File: src/rtl/sll_op_initiator_if.sv
// Host command/response streams plus the op port toward the linked list core.
// The master modport is the initiator's view; slave is the host and core side.
interface sll_op_initiator_if #(
    parameter int DATA_WIDTH = 8,
    parameter int ADDR_WIDTH = 4
);
    logic                  cmd_valid;
    logic                  cmd_ready;
    logic [2:0]            cmd_op;
    logic [DATA_WIDTH-1:0] cmd_data;
    logic [ADDR_WIDTH-1:0] cmd_addr;

    logic                  rsp_valid;
    logic                  rsp_ready;
    logic [DATA_WIDTH-1:0] rsp_data;
    logic [ADDR_WIDTH-1:0] rsp_next_addr;
    logic                  rsp_fault;
    logic                  rsp_timeout;

    logic [2:0]            op;
    logic                  op_start;
    logic [DATA_WIDTH-1:0] data_in;
    logic [ADDR_WIDTH-1:0] addr_in;
    logic                  op_done;
    logic [DATA_WIDTH-1:0] data_out;
    logic [ADDR_WIDTH-1:0] next_node_addr;
    logic                  fault;

    modport master (
        input  cmd_valid, cmd_op, cmd_data, cmd_addr,
        output cmd_ready,
        output rsp_valid, rsp_data, rsp_next_addr, rsp_fault, rsp_timeout,
        input  rsp_ready,
        output op, op_start, data_in, addr_in,
        input  op_done, data_out, next_node_addr, fault
    );

    modport slave (
        output cmd_valid, cmd_op, cmd_data, cmd_addr,
        input  cmd_ready,
        input  rsp_valid, rsp_data, rsp_next_addr, rsp_fault, rsp_timeout,
        output rsp_ready,
        input  op, op_start, data_in, addr_in,
        output op_done, data_out, next_node_addr, fault
    );
endinterface

File: src/rtl/sll_op_initiator.sv
// Command-side initiator for the linked list core: one command in flight, a
// single-cycle op_start pulse, bounded wait for op_done, registered response.
module sll_op_initiator #(
    parameter int DATA_WIDTH = 8,
    parameter int ADDR_WIDTH = 4,
    parameter int TIMEOUT    = 64
) (
    input  logic               clk,
    input  logic               rst,
    sll_op_initiator_if.master bus,
    output logic               busy,
    output logic [7:0]         timeout_cnt
);
    localparam int              TW          = $clog2(TIMEOUT);
    localparam logic [2:0]      OP_RESERVED = 3'd7;
    localparam logic [TW-1:0]   TIMER_LAST  = TW'(TIMEOUT - 1);

    typedef enum logic [1:0] {
        IDLE,
        ISSUE,
        WAIT,
        RESP
    } state_t;

    state_t state;
    state_t state_next;

    logic                  cmd_ready_q;
    logic                  busy_q;
    logic                  op_start_q;
    logic                  rsp_valid_q;
    logic                  rsp_fault_q;
    logic                  rsp_timeout_q;
    logic [DATA_WIDTH-1:0] rsp_data_q;
    logic [ADDR_WIDTH-1:0] rsp_next_q;
    logic [2:0]            op_q;
    logic [DATA_WIDTH-1:0] data_in_q;
    logic [ADDR_WIDTH-1:0] addr_in_q;
    logic [TW-1:0]         wait_timer;
    logic [TW-1:0]         timer_next;
    logic [7:0]            timeout_cnt_q;

    logic accept;
    logic reserved_hit;
    logic done_hit;
    logic timeout_hit;

    always_ff @(posedge clk or negedge rst) begin
        if (!rst) begin
            state <= IDLE;
        end else begin
            state <= state_next;
        end
    end

    // In WAIT the timer is judged after this cycle's increment, so op_done
    // sampled on the same edge as the limit still wins.
    always_comb begin
        state_next   = state;
        accept       = 1'b0;
        reserved_hit = 1'b0;
        done_hit     = 1'b0;
        timeout_hit  = 1'b0;
        timer_next   = wait_timer + 1'b1;
        case (state)
            IDLE: begin
                if (bus.cmd_valid && cmd_ready_q) begin
                    accept = 1'b1;
                    if (bus.cmd_op == OP_RESERVED) begin
                        reserved_hit = 1'b1;
                        state_next   = RESP;
                    end else begin
                        state_next = ISSUE;
                    end
                end
            end
            ISSUE: begin
                state_next = WAIT;
            end
            WAIT: begin
                if (bus.op_done) begin
                    done_hit   = 1'b1;
                    state_next = RESP;
                end else if (timer_next == TIMER_LAST) begin
                    timeout_hit = 1'b1;
                    state_next  = RESP;
                end
            end
            RESP: begin
                if (rsp_valid_q && bus.rsp_ready) begin
                    state_next = IDLE;
                end
            end
            default: begin
                state_next = IDLE;
            end
        endcase
    end

    // Handshake and status flags are registered copies of the upcoming state.
    always_ff @(posedge clk or negedge rst) begin
        if (!rst) begin
            cmd_ready_q <= 1'b0;
            busy_q      <= 1'b0;
            op_start_q  <= 1'b0;
            rsp_valid_q <= 1'b0;
        end else begin
            cmd_ready_q <= (state_next == IDLE);
            busy_q      <= (state_next != IDLE);
            op_start_q  <= (state_next == ISSUE);
            rsp_valid_q <= (state_next == RESP);
        end
    end

    always_ff @(posedge clk or negedge rst) begin
        if (!rst) begin
            op_q      <= 3'd0;
            data_in_q <= '0;
            addr_in_q <= '0;
        end else if (accept) begin
            op_q      <= bus.cmd_op;
            data_in_q <= bus.cmd_data;
            addr_in_q <= bus.cmd_addr;
        end
    end

    always_ff @(posedge clk or negedge rst) begin
        if (!rst) begin
            wait_timer <= '0;
        end else if (state == ISSUE) begin
            wait_timer <= '0;
        end else if (state == WAIT) begin
            wait_timer <= timer_next;
        end
    end

    // Response fields only change on entry to RESP, so they hold while stalled.
    always_ff @(posedge clk or negedge rst) begin
        if (!rst) begin
            rsp_data_q    <= '0;
            rsp_next_q    <= '0;
            rsp_fault_q   <= 1'b0;
            rsp_timeout_q <= 1'b0;
        end else if (reserved_hit) begin
            rsp_data_q    <= '0;
            rsp_next_q    <= '0;
            rsp_fault_q   <= 1'b1;
            rsp_timeout_q <= 1'b0;
        end else if (done_hit) begin
            rsp_data_q    <= bus.data_out;
            rsp_next_q    <= bus.next_node_addr;
            rsp_fault_q   <= bus.fault;
            rsp_timeout_q <= 1'b0;
        end else if (timeout_hit) begin
            rsp_data_q    <= '0;
            rsp_next_q    <= '0;
            rsp_fault_q   <= 1'b1;
            rsp_timeout_q <= 1'b1;
        end
    end

    always_ff @(posedge clk or negedge rst) begin
        if (!rst) begin
            timeout_cnt_q <= 8'd0;
        end else if (timeout_hit && (timeout_cnt_q != 8'hFF)) begin
            timeout_cnt_q <= timeout_cnt_q + 8'd1;
        end
    end

    assign bus.cmd_ready     = cmd_ready_q;
    assign bus.rsp_valid     = rsp_valid_q;
    assign bus.rsp_data      = rsp_data_q;
    assign bus.rsp_next_addr = rsp_next_q;
    assign bus.rsp_fault     = rsp_fault_q;
    assign bus.rsp_timeout   = rsp_timeout_q;
    assign bus.op            = op_q;
    assign bus.op_start      = op_start_q;
    assign bus.data_in       = data_in_q;
    assign bus.addr_in       = addr_in_q;
    assign busy              = busy_q;
    assign timeout_cnt       = timeout_cnt_q;
endmodule
File: src/flat_wrapper.sv
// flat-port wrapper written by rule: the top's interface ports become plain ports
module sll_op_initiator_flat 
#(
    parameter int DATA_WIDTH = 8,
    parameter int ADDR_WIDTH = 4,
    parameter int TIMEOUT    = 64
)
  (clk, rst, busy, timeout_cnt, bus_cmd_valid, bus_cmd_op, bus_cmd_data, bus_cmd_addr, bus_cmd_ready, bus_rsp_valid, bus_rsp_data, bus_rsp_next_addr, bus_rsp_fault, bus_rsp_timeout, bus_rsp_ready, bus_op, bus_op_start, bus_data_in, bus_addr_in, bus_op_done, bus_data_out, bus_next_node_addr, bus_fault);
  sll_op_initiator_if #(.DATA_WIDTH(DATA_WIDTH), .ADDR_WIDTH(ADDR_WIDTH)) bus_i ();
  input  logic clk;
  input  logic rst;
  output logic busy;
  output logic [7:0] timeout_cnt;
  input wire logic [$bits(bus_i.cmd_valid)-1:0] bus_cmd_valid;
  input wire logic [$bits(bus_i.cmd_op)-1:0] bus_cmd_op;
  input wire logic [$bits(bus_i.cmd_data)-1:0] bus_cmd_data;
  input wire logic [$bits(bus_i.cmd_addr)-1:0] bus_cmd_addr;
  output wire logic [$bits(bus_i.cmd_ready)-1:0] bus_cmd_ready;
  output wire logic [$bits(bus_i.rsp_valid)-1:0] bus_rsp_valid;
  output wire logic [$bits(bus_i.rsp_data)-1:0] bus_rsp_data;
  output wire logic [$bits(bus_i.rsp_next_addr)-1:0] bus_rsp_next_addr;
  output wire logic [$bits(bus_i.rsp_fault)-1:0] bus_rsp_fault;
  output wire logic [$bits(bus_i.rsp_timeout)-1:0] bus_rsp_timeout;
  input wire logic [$bits(bus_i.rsp_ready)-1:0] bus_rsp_ready;
  output wire logic [$bits(bus_i.op)-1:0] bus_op;
  output wire logic [$bits(bus_i.op_start)-1:0] bus_op_start;
  output wire logic [$bits(bus_i.data_in)-1:0] bus_data_in;
  output wire logic [$bits(bus_i.addr_in)-1:0] bus_addr_in;
  input wire logic [$bits(bus_i.op_done)-1:0] bus_op_done;
  input wire logic [$bits(bus_i.data_out)-1:0] bus_data_out;
  input wire logic [$bits(bus_i.next_node_addr)-1:0] bus_next_node_addr;
  input wire logic [$bits(bus_i.fault)-1:0] bus_fault;
  assign bus_i.cmd_valid = bus_cmd_valid;
  assign bus_i.cmd_op = bus_cmd_op;
  assign bus_i.cmd_data = bus_cmd_data;
  assign bus_i.cmd_addr = bus_cmd_addr;
  assign bus_cmd_ready = bus_i.cmd_ready;
  assign bus_rsp_valid = bus_i.rsp_valid;
  assign bus_rsp_data = bus_i.rsp_data;
  assign bus_rsp_next_addr = bus_i.rsp_next_addr;
  assign bus_rsp_fault = bus_i.rsp_fault;
  assign bus_rsp_timeout = bus_i.rsp_timeout;
  assign bus_i.rsp_ready = bus_rsp_ready;
  assign bus_op = bus_i.op;
  assign bus_op_start = bus_i.op_start;
  assign bus_data_in = bus_i.data_in;
  assign bus_addr_in = bus_i.addr_in;
  assign bus_i.op_done = bus_op_done;
  assign bus_i.data_out = bus_data_out;
  assign bus_i.next_node_addr = bus_next_node_addr;
  assign bus_i.fault = bus_fault;
  sll_op_initiator #(.DATA_WIDTH(DATA_WIDTH), .ADDR_WIDTH(ADDR_WIDTH), .TIMEOUT(TIMEOUT)) u_core (.clk(clk), .rst(rst), .bus(bus_i), .busy(busy), .timeout_cnt(timeout_cnt));
endmodule
File: config.mk
export PLATFORM = sky130hd
export DESIGN_NAME = sll_op_initiator_flat
export DESIGN_NICKNAME = d
export VERILOG_FILES = /design/src/rtl/sll_op_initiator_if.sv /design/src/rtl/sll_op_initiator.sv /design/src/flat_wrapper.sv
export SDC_FILE = /design/constraint.sdc
export NUM_CORES = 1
export LEC_CHECK = 0
export BUFFER_PORTS_ARGS = -buffer_cell sky130_fd_sc_hd__buf_2
export CELL_PAD_IN_SITES_DETAIL_PLACEMENT = 0
export CELL_PAD_IN_SITES_GLOBAL_PLACEMENT = 1
export CORE_ASPECT_RATIO = 1.75
export CORE_MARGIN = 4
export CORE_UTILIZATION = 41
export DETAILED_ROUTE_END_ITERATION = 10
export GPL_TIMING_DRIVEN = 1
export MAX_ROUTING_LAYER = met4
export PLACE_DENSITY_LB_ADDON = 0.1
export RECOVER_POWER = 100
export SLEW_MARGIN = 20
export SYNTH_ARGS = -nofsm -noshare
export SYNTH_HDL_FRONTEND = slang
export SYNTH_SLANG_ARGS = --single-unit
File: constraint.sdc
create_clock -name clk -period 5.7 [get_ports clk]
set_clock_uncertainty 0.15 [all_clocks]
set_input_delay 1.71 -clock clk [delete_from_list [all_inputs] [get_ports clk]]
set_output_delay 1.71 -clock clk [all_outputs]
set_load 0.05 [all_outputs]
# Word-level counts from Yosys, hierarchy flattened
# Index checks and enable logic that the tools add are counted.
totals:
  reg_bits: 49
  inputBits: 33
  out_inout_bits: 41
op_classes:
  addsub: 2
  eq_ne: 8
  mux: 29
  reduce_logical: 8
op_table:
  columns: ["cell", "count"]
  rows:
  - ["$mux 8", 3]
  - ["$mux 1", 15]
  - ["$mux 4", 3]
  - ["$mux 6", 2]
  - ["$mux 2", 5]
  - ["$add 8x1->8 const B", 1]
  - ["$ne 8x8->1 const B", 1]
  - ["$pmux 2 s4", 1]
  - ["$add 6x1->6 const B", 1]
  - ["$eq 2x2->1 const B", 3]
  - ["$eq 6x6->1 const B", 1]
  - ["$eq 2x1->1 const B", 2]
  - ["$logic_not 2->1", 2]
  - ["$reduce_bool 2->1", 2]
  - ["$eq 3x3->1 const B", 1]
  - ["$logic_and 1x1->1", 3]
  - ["$reduce_bool 3->1", 1]

# Logic depth before layout (Yosys ltp)
# Gate-level depths: netlist (run 1).
depth:
  depth_word: 8
  depth_mapped: 8
  ltp_nobuf: 7

# Worst setup path before layout (run 1)
# No wires, ideal clock.
synth_path:
  path_kind: "input -> register"
  startpoint: "in bus_op_done"
  endpoint: "reg u_core.timeout_cnt_q[6], in the netlist u_core.timeout_cnt[6]"
  setup_time_ns: 0.125
  arrival_ns: 2.725
  slack_ns: 2.701
  stages: 4
  path_buffers: 0
  path_cell_list: "nor4b_4 -> nand2_1 -> nor3_1 -> mux2_2"
synth_via:
  elab_chain_len: 3
synth_lines:
  columns: ["item", "line", "text"]
  rows:
  - ["start, declared", "flat_wrapper.sv:29", "input wire logic [$bits(bus_i.op_done)-1:0] bus_op_done;"]
  - ["$mux 1", "sll_op_initiator.sv:81", "if (bus.op_done) begin"]
  - ["$mux 1", "sll_op_initiator.sv:65", "case (state)"]
  - ["$logic_and 1x1->1", "sll_op_initiator.sv:165", "end else if (timeout_hit && (timeout_cnt_q != 8'hFF)) begin"]
  - ["end signal, assigned", "sll_op_initiator.sv:166", "timeout_cnt_q <= timeout_cnt_q + 8'd1;"]
  - ["end, declared", "sll_op_initiator.sv:41", "logic [7:0] timeout_cnt_q;"]
# No other way between the ends.
# A chain may end at the register's enable or synchronous reset.

==> summary by stage, run 1 <==
Clocking
The TritonCTS clock tree is yes. The total clock buffers created by CTS is 5. The number of clock sinks is 49. After clock tree synthesis, the repair step resized 0 gates. The number of buffers on the longest clock path is 2.

The number of buffers inserted by hold repair at cts is 0. The post-CTS repair timing setup buffer count is 0. The H-tree was split into 2 levels. The cell at the root of the clock tree is sky130_fd_sc_hd__clkbuf_8. The clock-pin slew of the registers on the worst-case setup and hold paths is 0.09 ns. At the later pin of the worst-skew pair, clock insertion delay measures 0.30 ns.

Floorplan
The effective utilization at floorplan is 43.00%. The area of the die is 6535 µm². In this run the count of I/O pins placed on the die edge is 74. The initialized floorplan defines 34 standard-cell rows. The x dimension of the die is 62.85 µm. The region available for standard cell placement spans 5020 µm².

In this run the vertical extent of the chip is 104.0 µm.

Critical path
The category of cells accounting for the largest share of critical-path delay is buffers and inverters. The largest single stage delay on the critical path is 1.77 ns. The arrival time reported for the critical path endpoint is 3.51 ns.

The critical path startpoint category is an input port. Walking the worst path, the cells encountered are clkbuf_1. On the critical path, the stage with the largest delay is an instance of sky130_fd_sc_hd__clkbuf_1. The maximum fanout along the worst path is 49. The start-to-end type of the worst setup path is in -> async. The worst setup path is captured at an asynchronous set/reset pin. The number of buffers and inverters on the critical path is 1. Data on the critical path is required at its endpoint by 5.43 ns.

Place
The HPWL reported at the end of detailed placement is 3.530 mm. The count of placed standard cells including taps is 297. The congestion estimate from routability-driven global placement came to 0.7760. The placed instances occupy a cell area of 2575 µm². Buffers placed on the I/O ports in this run total 73. The worst slack at placement is 1.814 ns.

Timing
The final-report hold violation count is 0. Of the available clock period, the critical path in the final layout requires 66.30%. Setup repair after global routing left no endpoint under its margin.

The max-slew violation count was 50. The slew of the pin with the lowest slew margin is 2.543 ns. The final setup slack of the worst path is 1.921 ns. The final sum of negative setup slack is 0 ns. The worst slew margin relative to its limit is -69.51%. Setup violations remaining at the end of the flow were counted as 0. The worst-case hold slack is 0.3577 ns. The maximum operating frequency is 264.6 MHz. The time the worst path needs with I/O delays and setup is 3.779 ns.

Routing
The routed layout has 1623 vias. The remaining design rule violation count is 0. The first routing iteration left 49 violations. Dividing the detail-routed via count by the number of cells gives 5.321. The average wire per standard cell is 15.42 µm. The final wirelength is 4.703 mm. The remaining antenna violation count after routing is 0. The first detailed-routing pass ran for 4 iterations.

Global route
The first global-routing pass estimated 7.914 mm of wire. The all-layer global routing usage is 15.82%. The initial antenna violation count is 0.

Summed over all layers, the global routing overflow is 0. The number of global-route vias before repair came to 1742. Entering global routing, the biggest net connects 50 pins.

Synthesis
The cell area after technology mapping is 2158 µm². The number of nets handed over by synthesis was 215. Counting distinct cell types in the post-synthesis netlist gives 34. After synthesis the netlist holds a flip-flop and latch count of 49.

The number of warnings printed during yosys synthesis is 0. By area the synthesized netlist is led by sky130_fd_sc_hd__dfrtp_1, sky130_fd_sc_hd__mux2_2, sky130_fd_sc_hd__a22o_1. The fraction of synthesized cell area taken by the top area cell type is 56.81%. The synthesized design spends more area on one cell type than any other, namely sky130_fd_sc_hd__dfrtp_1. After synthesis, flip-flops and latches occupy 56.81% of the total area. The cell count after synthesis came out at 174. The mean cell area of the mapped netlist is 12.40 µm².

Layout
Compared with the post-synthesis result, the final layout area differs by 19.83%. In the final design database the tool counted 291 nets. The count of fill cells added during filler insertion is 507.

The share of cells above drive strength 1 is 24.30%. The post-layout utilization of the core is 51.52%. The final cell area excluding filler cells is 2586 µm². The antenna diode count is 0. The area taken by multi-input logic gates is 859.6 µm².

Across the whole layout, storage elements account for 1226 µm². The finished layout holds 305 standard cells, fillers aside.

Power
The maximum VDD drop is 0.3434 mV. The static power due to leakage is 1.216 nW. The power density of the placed cells is 628.7 nW/µm². The design draws 1.626 mW.

Status
The final reports fail on max-capacitance violations, max-slew violations. The run finished, with violations left.

Run
The number of maximum-capacitance violations is 1.

Worst hold path
The path category of the worst min-delay check is reg -> reg.
## synthesized netlist by cell type, drive strengths merged
library cell and instances:
dfrtp 49, mux2 19, a22o 13, nand2 11, nor2 11, ha 8, nand3 8, a21oi 7
inv 7, nor3 4, o21ai 4, clkbuf 3, xnor2 3, xor2 3, a211oi 2, a31oi 2
nand2b 2, nand4 2, nor2b 2, or2 2, a21o 1, a31o 1, and2 1, and3 1
buf 1, mux2i 1, nor3b 1, nor4 1, nor4b 1, o21a 1, o22ai 1, o2bb2ai 1
## state kept, by name, summed over array words and instances, names as in the netlist, 2 cells and up
register and count:
u_core.bus.rsp_data 8, u_core.bus.data_in 8, u_core.timeout_cnt 8, u_core.bus.rsp_next_addr 4
u_core.bus.addr_in 4, u_core.bus.op 3, u_core.state 2, u_core.wait_timer 6
## logic make-up after synthesis
| family | after synthesis | share of synthesized area, % |
|---|---|---|
| XOR/XNOR | 6 | 2.783 |
| AND/OR/NAND/NOR | 47 | 12.52 |
| buffers and inverters | 11 | 1.971 |
| adder cells (fa/ha/maj) | 8 | 4.638 |
| multiplexers | 20 | 10.38 |
| AO/OA/AOI/OAI | 33 | 10.90 |
| flip-flops | 49 | 56.81 |
## final cells by class
cell class | count | share of cell area [%]
clock buffer | 6 | 3.193
sequential | 49 | 47.41
timing repair buffer | 73 | 12.00
tap | 54 | 2.612
clock inverter | 2 | 0.5322
multi-input combinational | 114 | 33.24
inverter | 7 | 1.016
## power breakdown
| part | internal [mW] | switching (mW) | total, mW |
|---|---|---|---|
| logic | 0.229 | 0.613 | 0.843 |
| registers | 0.481 | 0.0856 | 0.567 |
| clock network | 0.0986 | 0.118 | 0.217 |
| total | 0.809 | 0.817 | 1.63 |
## cells in the final DEF (no fill, tap or decap), types with 3 or more instances in the layout
cell type	netlist	final
sky130_fd_sc_hd__buf_2	1	29
sky130_fd_sc_hd__xor2_1	3	3
sky130_fd_sc_hd__a21oi_1	7	7
sky130_fd_sc_hd__nor2_1	11	11
sky130_fd_sc_hd__nor3_1	4	4
sky130_fd_sc_hd__mux2_2	19	19
sky130_fd_sc_hd__ha_1	8	8
sky130_fd_sc_hd__clkbuf_1	3	44
sky130_fd_sc_hd__inv_1	7	7
sky130_fd_sc_hd__clkbuf_8	0	6
sky130_fd_sc_hd__dfrtp_1	49	49
sky130_fd_sc_hd__a22o_1	13	13
sky130_fd_sc_hd__nand3_1	7	7
sky130_fd_sc_hd__o21ai_0	4	4
sky130_fd_sc_hd__nand2_1	11	11
## worst paths after layout
check	start	to	slack, ns	cells after the start
max	rst	u_core.bus.rsp_data[1]	1.92	1
min	u_core.bus.rsp_data[4]	u_core.bus.rsp_data[4]	0.36	1
max reg2reg	u_core.state[0]	u_core.bus.rsp_data[5]	2.96	6
min reg2reg	u_core.bus.rsp_data[4]	u_core.bus.rsp_data[4]	0.36	1
max in group clk	bus_cmd_valid	u_core.bus.rsp_data[5]	2.18	5
min in group asynchronous	rst	u_core.wait_timer[5]	2.03	1
## routing by layer
layer | GRT usage [%] | routed length, µm
met4 | 6.161 | 94
met3 | 3.243 | 224
met2 | 28.27 | 2527
met5 | - | 0
met1 | 16.85 | 1856
No activity file was read; power rests on OpenSTA's default activity.
==> run 2, diff against run 1 <==
--- a/config.mk
+++ b/config.mk
@@ -10,7 +10,7 @@
 export CELL_PAD_IN_SITES_GLOBAL_PLACEMENT = 1
 export CORE_ASPECT_RATIO = 1.75
 export CORE_MARGIN = 4
-export CORE_UTILIZATION = 41
+export CORE_UTILIZATION = 35
 export DETAILED_ROUTE_END_ITERATION = 10
 export GPL_TIMING_DRIVEN = 1
 export MAX_ROUTING_LAYER = met4
==> constraint.sdc (replaced) <==
create_clock -name clk -period 3.05 [get_ports clk]
set_clock_uncertainty 0.15 [all_clocks]
set_input_delay 0.915 -clock clk [delete_from_list [all_inputs] [get_ports clk]]
set_output_delay 0.915 -clock clk [all_outputs]
set_load 0.05 [all_outputs]
==> run 2 against run 1 <==
Effect of this change: the flow now finishes without violations; non-clock buffer count grew 2; register-to-register slack worse by 2.4 ns; setup slack lost 1.4 ns; first-iteration DRC count shrank 22%; final cell count grew 8.5%; sequential share of layout area fell by 1.1 points; flip-flop and latch count unchanged; clock-buffer cell count did not move; worst hold slack worse by 0.0025 ns.
==> summary by stage, run 2 (same netlist as run 1, synthesis figures left out) <==
Timing
The final setup violation count is 0 (unchanged). Setup repair after global routing left no endpoint under its margin. The time the worst path needs with I/O delays and setup is 2.501 ns. The max-slew violation count is 0 (-100%).

The worst slew margin relative to its limit came to 6.995% (+77 points). The final-report hold violation count is 0 (unchanged). The final sum of negative setup slack came to 0 ns (unchanged).

The share of the cycle needed by the critical path after routing is 82.00%. Derived from the worst setup path, the maximum achievable clock frequency is 399.8 MHz. The worst-case hold slack came to 0.3552 ns (-0.002510 ns).

The slew of the pin with the lowest slew margin is 1.395 ns (-1.148 ns).

Status
The run finished with clean final reports.

Floorplan
The area of the core region is 5926 µm² (+18%). The x dimension of the die is 67.36 µm (+7.2%). The cell row count came to 37 (+8.8%).

The area of the die is 7536 µm² (+15%). The height of the die is 111.9 µm (+7.6%). The I/O pin total is 74 (unchanged).

The effective utilization at floorplan is 36.42% (-6.6 points).

Clocking
The cell sitting at the root of the clock tree is a sky130_fd_sc_hd__clkbuf_8. The deepest level of the CTS H-tree is 2 (unchanged). The number of buffers inserted by hold repair at cts is 0 (unchanged). The number of buffers on the longest clock path is 2 (unchanged). The worst-skew pair later-pin latency was 0.30 ns (about the same). The TritonCTS clock tree is yes.

The post-CTS repair timing setup buffer count is 0 (unchanged). The number of clock sinks is 49 (unchanged). The total clock buffers created by CTS is 5 (unchanged). The clock-pin slew of the registers on the worst-case setup and hold paths is 0.09 ns (about the same). The post-cts resize count is 0 (unchanged).

Power
The fraction of power consumed by sequential logic is 34.0% (-0.9 points). The switching power share of the total is 49.15% (-1.1 points). The maximum VDD drop was 0.5881 mV (+71%).

The power density of the placed cells is 1175 nW/µm² (+87%). The total power consumption of the routed design was 3.108 mW (+91%). The combinational power share is 51.1% (-0.7 points).

The proportion of power drawn by the clock network is 14.8% (+1.5 points). The internal cell power is 1.581 mW (+95%). The switching power came to 1.528 mW (+87%).

The static power due to leakage is 1.238 nW (+1.8%).

Place
The routability congestion estimate from global placement is 0.8534 (+10%). The port buffer count is 73 (unchanged). The HPWL reported at the end of detailed placement is 3.709 mm (+5.1%).

Global route
The leftover overflow at the end of global routing is 0 (unchanged). The number of global-route vias before repair is 1786 (+2.5%). The first-pass GRT wire length is 8.079 mm (+2.1%). The largest net degree at the start of global routing is 27 (-46%). The initial antenna violation count came to 0 (unchanged). The all-layer global routing usage is 14.25% (-1.6 points).

Layout
In the layout the commonest cells are sky130_fd_sc_hd__dfrtp_1, sky130_fd_sc_hd__clkbuf_1, sky130_fd_sc_hd__buf_2. The share of cells above drive strength 1 is 24.90% (+0.60 points). From synthesis to final layout, the design area changed by 22.55%.

The final net count was 293 (+0.69%). The most common cell after layout, fill and taps aside is sky130_fd_sc_hd__dfrtp_1. The antenna diode count came to 0 (unchanged).

Critical path
The number of buffers and inverters on the critical path is 0 (-1). The worst endpoint required time came to 3.13 ns (-2.30 ns). The reg-to-reg critical path startpoint is u_core.wait_timer[1]. The highest cell delay on the worst timing path came to 0.77 ns (-1.00 ns). The maximum fanout along the worst path is 13 (-73%).

The arrival time reported for the critical path endpoint is 2.58 ns (-0.93 ns). In this design, the largest share of critical-path delay is due to compound AO/OA/AOI/OAI gates. The signal on the critical path passes through ha_1 > xnor2_1 > nor2_1 > a21o_1 > a21oi_1 > a22o_1. The worst setup path is launched from a register. In this run the critical register-to-register path is captured at u_core.bus.rsp_data[5]. The setup slack of the most critical reg-to-reg path is 0.55 ns (-2.41 ns). The critical path in this run is classified as reg -> reg.

The cell depth of the worst setup path was 6 (+5). The library cell contributing the largest single delay on the critical path is sky130_fd_sc_hd__a21oi_1. The cell count of the worst reg-to-reg path is 6 (unchanged).

The capturing instance or port of the critical path is u_core.bus.rsp_data[5]. The element type at the critical path end is a register. Tracing the worst setup path back leads to its startpoint at u_core.wait_timer[1].

Worst hold path
The worst hold path belongs to the class reg -> reg.

Routing
The remaining design rule violation count came to 0 (unchanged). The total number of vias is 1602 (-1.3%). Signal routing reaches up to met4. The remaining antenna violation count after routing came to 0 (unchanged).

The final wirelength is 4.830 mm (+2.7%). The wire length on met2 is 2.515 mm (-0.47%). The detailed route wirelength on metal3 came to 278 µm (+24%). The count of TritonRoute iterations in the first routing pass is 4 (unchanged).

The DRC marker count from the first detailed-route iteration is 38 (-22%). The average wire per standard cell is 14.59 µm (-5.4%). The via density per instance was 4.840 (-9.0%).

The routed metal-1 wire length is 1.971 mm (+6.2%).

Run
The number of maximum-capacitance violations is 0 (-1).
run 2: cell count changes in the layout (fill, tap and decap cells not counted), sizes merged:
| cell | before | now |
|---|---|---|
| buf | 29 | 31 |
| bufinv | 0 | 1 |
| clkinv | 2 | 1 |
run 2: layer usage:
layer	up-vias	global-route usage (%)
met5	-	-
met4	0	4.607
met3	5	3.330
met2	58	24.05
met1	769	16.19
li1	770	-
run 2: metrics by stage:
stage / setup slack, ns / utilization (%) / cells / cell area [µm²]
floorplan: 0.8456 / - / 174 / 2158
global placement: 0.5551 / 44.43 / 323 / 2633
detailed placement: 0.5208 / 44.43 / 323 / 2633
CTS: 0.5056 / 46.30 / 331 / 2744
global route: 0.3180 / 44.64 / 331 / 2645
finish: 0.5489 / 44.64 / 331 / 2645
run 2: worst reg2reg max path, delay by kind of cell, from the launching register on:
kind            cells  cell delay [ns]
flops               1             0.43
fa+ha+maj           1             0.25
compound gates      3             1.21
xor+xnor            1             0.31
simple gates        1             0.09
run 2: cell type report:
type / count / area [µm²]
Inverter: 7 / 26.28
Tap cell: 78 / 97.59
Clock buffer: 6 / 72.57
Timing Repair Buffer: 75 / 321.6
Multi-Input combinational cell: 114 / 862.1
Fill cell: 662 / 3281
Sequential cell: 49 / 1226
Clock inverter: 2 / 38.79
run 2: worst min path at each step:
stage | from | endpoint | slack [ns] | depth (start not counted)
floorplan | u_core.wait_timer[5] | u_core.wait_timer[5] | 0.35 | 1
global placement | u_core.bus.rsp_data[5] | u_core.bus.rsp_data[5] | 0.33 | 1
detailed placement | u_core.bus.rsp_data[5] | u_core.bus.rsp_data[5] | 0.33 | 1
CTS | u_core.bus.rsp_data[5] | u_core.bus.rsp_data[5] | 0.36 | 1
global route | u_core.bus.rsp_data[5] | u_core.bus.rsp_data[5] | 0.38 | 1
finish | u_core.bus.rsp_data[5] | u_core.bus.rsp_data[5] | 0.36 | 1
run 2: power groups by stage:
stage / Sequential [mW] / Clock [mW] / Combinational [mW]
after global placement: 1.06 / 0 / 1.67
after CTS: 1.06 / 0.484 / 1.68
after global routing: 1.09 / 0.510 / 1.71
after detailed placement: 1.06 / 0 / 1.68
after floorplan: 1.75 / 0 / 0.582
final: 1.06 / 0.461 / 1.59
==> run 3, diff against run 2 <==
--- a/config.mk
+++ b/config.mk
@@ -10,7 +10,7 @@
 export CELL_PAD_IN_SITES_GLOBAL_PLACEMENT = 1
 export CORE_ASPECT_RATIO = 1.75
 export CORE_MARGIN = 4
-export CORE_UTILIZATION = 35
+export CORE_UTILIZATION = 38
 export DETAILED_ROUTE_END_ITERATION = 10
 export GPL_TIMING_DRIVEN = 1
 export MAX_ROUTING_LAYER = met4
==> constraint.sdc (replaced) <==
create_clock -name clk -period 2.6 [get_ports clk]
set_clock_uncertainty 0.15 [all_clocks]
set_input_delay 0.78 -clock clk [delete_from_list [all_inputs] [get_ports clk]]
set_output_delay 0.78 -clock clk [all_outputs]
set_load 0.05 [all_outputs]
==> run 3 against run 2 <==
Effect of this change: via count grew 0.69%; global-route usage increased by 1.1 points; fmax increased by 11%; die area down 7.2%; clock power is essentially flat; utilization grew 3.1 points; power rose by 15%; wire length decreased by 1.2%.
==> summary by stage, run 3 (same netlist as run 1, synthesis figures left out) <==
Clocking
The post-cts resize count is 0 (unchanged). The number of buffers on the longest clock path is 2 (unchanged). The total clock buffers created by CTS is 5 (unchanged). The number of buffers inserted by hold repair at cts is 0 (unchanged). The clock-pin slew of the registers on the worst-case setup and hold paths came to 0.10 ns (about the same). The post-CTS repair timing setup buffer count was 0 (unchanged). The number of clock sinks is 49 (unchanged). The deepest level of the CTS H-tree is 2 (unchanged). The worst-skew pair later-pin latency was 0.30 ns (about the same). The TritonCTS clock tree is yes.

The cell at the root of the clock tree is sky130_fd_sc_hd__clkbuf_8.

Critical path
The start-to-end type of the worst setup path is reg -> reg. In this design, the largest share of critical-path delay is due to simple AND/OR/NAND/NOR gates. The arrival time reported for the critical path endpoint came to 2.34 ns (-0.24 ns). The highest cell delay on the worst timing path came to 0.42 ns (-0.35 ns).

The critical path startpoint category is a register. The maximum fanout along the worst path is 7 (-6). Walking the worst path, the cells encountered are inv_1 > ha_1 > nor4b_4 > clkbuf_1 > nand3_4 > nor4_1 > xor2_1. The number of buffers and inverters on the critical path is 2 (+2).

STA classifies the critical path endpoint as a register. The library cell contributing the largest single delay on the critical path is sky130_fd_sc_hd__dfrtp_1. The worst endpoint required time is 2.69 ns (-0.44 ns).

Status
The run finished with clean final reports.

Power
The combinational power share was 52.6% (+1.5 points). The proportion of power drawn by the clock network was 12.8% (-2.0 points). The static power due to leakage is 1.236 nW (-0.17%). The total power consumption of the routed design is 3.573 mW (+15%).

The switching power share of the total is 50.67% (+1.5 points). The fraction of power consumed by sequential logic is 34.6% (+0.6 points). The power density of the placed cells is 1350 nW/µm² (+15%). The switching power was 1.811 mW (+19%).

The maximum VDD drop was 0.8374 mV (+42%). The internal cell power is 1.763 mW (+12%).

Global route
The first-pass GRT wire length is 8.017 mm (-0.77%). The all-layer global routing usage came to 15.31% (+1.1 points). The initial antenna violation count is 0 (unchanged). The largest net degree at the start of global routing was 50 (+85%). The number of global-route vias before repair was 1702 (-4.7%). The leftover overflow at the end of global routing was 0 (unchanged).

Floorplan
The cell row count was 36 (-2.7%). The effective utilization at floorplan is 38.96% (+2.5 points). The x dimension of the die is 64.97 µm (-3.5%).

The I/O pin total came to 74 (unchanged). The area of the die is 6997 µm² (-7.2%). The area of the core region came to 5540 µm² (-6.5%). The height of the die was 107.7 µm (-3.7%).

Timing
The share of the cycle needed by the critical path after routing is 86.77% (+4.8 points). The final sum of negative setup slack is 0 ns (unchanged). Setup repair after global routing left no endpoint under its margin. The worst slew margin relative to its limit is 20.57% (+14 points). The slew of the pin with the lowest slew margin is 1.192 ns (-0.2036 ns). The max-slew violation count was 0 (unchanged).

The final setup violation count is 0 (unchanged). The maximum operating frequency is 443.2 MHz (+11%). The final-report hold violation count was 0 (unchanged). The time the worst path needs with I/O delays and setup was 2.256 ns (-0.2450 ns).

Layout
The final cell area excluding filler cells is 2646 µm² (about the same). The final net count is 295 (+0.68%). The library cell used most frequently in the layout, excluding fill and tap cells, is sky130_fd_sc_hd__dfrtp_1.

The antenna diode count is 0 (unchanged). The share of cells above drive strength 1 is 26.27% (+1.4 points). The post-layout utilization of the core was 47.76% (+3.1 points). The number of cells in the finished layout apart from fillers is 331 (unchanged).

In the layout the commonest cells are sky130_fd_sc_hd__dfrtp_1, sky130_fd_sc_hd__clkbuf_1, sky130_fd_sc_hd__buf_2. The count of fill cells added during filler insertion is 585 (-12%). The synthesis-to-layout area growth came to 22.61% (about the same).

Routing
The count of TritonRoute iterations in the first routing pass is 3 (-1). The DRC marker count from the first detailed-route iteration is 47 (+24%). The remaining antenna violation count after routing is 0 (unchanged).

The via density per instance is 4.873 (+0.69%). The final wirelength is 4.774 mm (-1.2%). The average wire per standard cell came to 14.42 µm (-1.2%). The remaining design rule violation count is 0 (unchanged). The total number of vias came to 1613 (+0.69%).

Place
The post-detailed-placement cell area came to 2645 µm² (+0.48%). The count of placed standard cells including taps is 323 (unchanged). The HPWL reported at the end of detailed placement is 3.570 mm (-3.7%). The port buffer count is 73 (unchanged). The routability congestion estimate from global placement is 0.8419 (-1.3%).

Worst hold path
The path category of the worst min-delay check is reg -> reg.

Run
The number of maximum-capacitance violations is 0 (unchanged).
[run 3: changes by cell type in the layout (fill, tap and decap cells not counted), sizes merged]
cell / change
clkbuf: -1
bufinv: -1
inv: +1
clkinvlp: +1
buf: +2
[run 3: layout make-up]
cell class | instances | area [µm²] | area share, %
Clock buffer | 5 | 68.82 | 2.600
Clock inverter | 3 | 21.27 | 0.8038
Inverter | 7 | 26.28 | 0.9929
Multi-Input combinational cell | 114 | 874.6 | 33.05
Sequential cell | 49 | 1226 | 46.34
Tap cell | 76 | 95.09 | 3.593
Timing Repair Buffer | 77 | 334.1 | 12.62
[run 3: power groups by stage]
stage / combinational (mW) / clock, mW / sequential, mW
floorplan: 0.683 / 0 / 2.06
global placement: 1.97 / 0 / 1.25
detailed placement: 1.98 / 0 / 1.24
CTS: 1.98 / 0.482 / 1.23
global route: 2.02 / 0.514 / 1.28
finish: 1.88 / 0.459 / 1.24
[run 3: worst reg2reg max path, cell delays in order, from the launching register on]
cell                       delay (ns)
sky130_fd_sc_hd__dfrtp_1         0.42
sky130_fd_sc_hd__inv_1           0.15
sky130_fd_sc_hd__ha_1            0.34
sky130_fd_sc_hd__nor4b_4         0.26
sky130_fd_sc_hd__clkbuf_1        0.23
sky130_fd_sc_hd__nand3_4         0.14
sky130_fd_sc_hd__nor4_1          0.32
sky130_fd_sc_hd__xor2_1          0.18
[run 3: stage by stage]
step | setup WS (ns) | hold WS, ns
final | 0.3439 | 0.3598
after global placement | 0.3983 | 0.3304
after CTS | 0.4697 | 0.3074
after floorplan | 0.4954 | 0.3344
after detailed placement | 0.3677 | 0.3344
after global routing | 0.1968 | 0.3788
[run 3: path summary, 6_finish.rpt]
check / from / depth (start not counted) / end / slack [ns]
max in group asynchronous: rst / 2 / u_core.bus.rsp_data[4] / 0.94
hold / removal: u_core.bus.op[0] / 1 / u_core.bus.op[0] / 0.36
setup / recovery: u_core.state[0] / 7 / u_core.timeout_cnt[7] / 0.34
hold reg to reg: u_core.bus.op[0] / 1 / u_core.bus.op[0] / 0.36
min in group asynchronous: rst / 2 / u_core.wait_timer[5] / 0.64
setup reg to reg: u_core.state[0] / 7 / u_core.timeout_cnt[7] / 0.34
[run 3: layer usage]
layer / global-route usage [%] / wire length, µm / vias to the layer above / part of all wire, %
met5: - / 0 / - / 0
met4: 6.203 / 121 / 0 / 2.5
met3: 3.971 / 295 / 11 / 6.2
met2: 24.69 / 2451 / 52 / 51
met1: 18.05 / 1906 / 779 / 40
li1: - / - / 771 / -
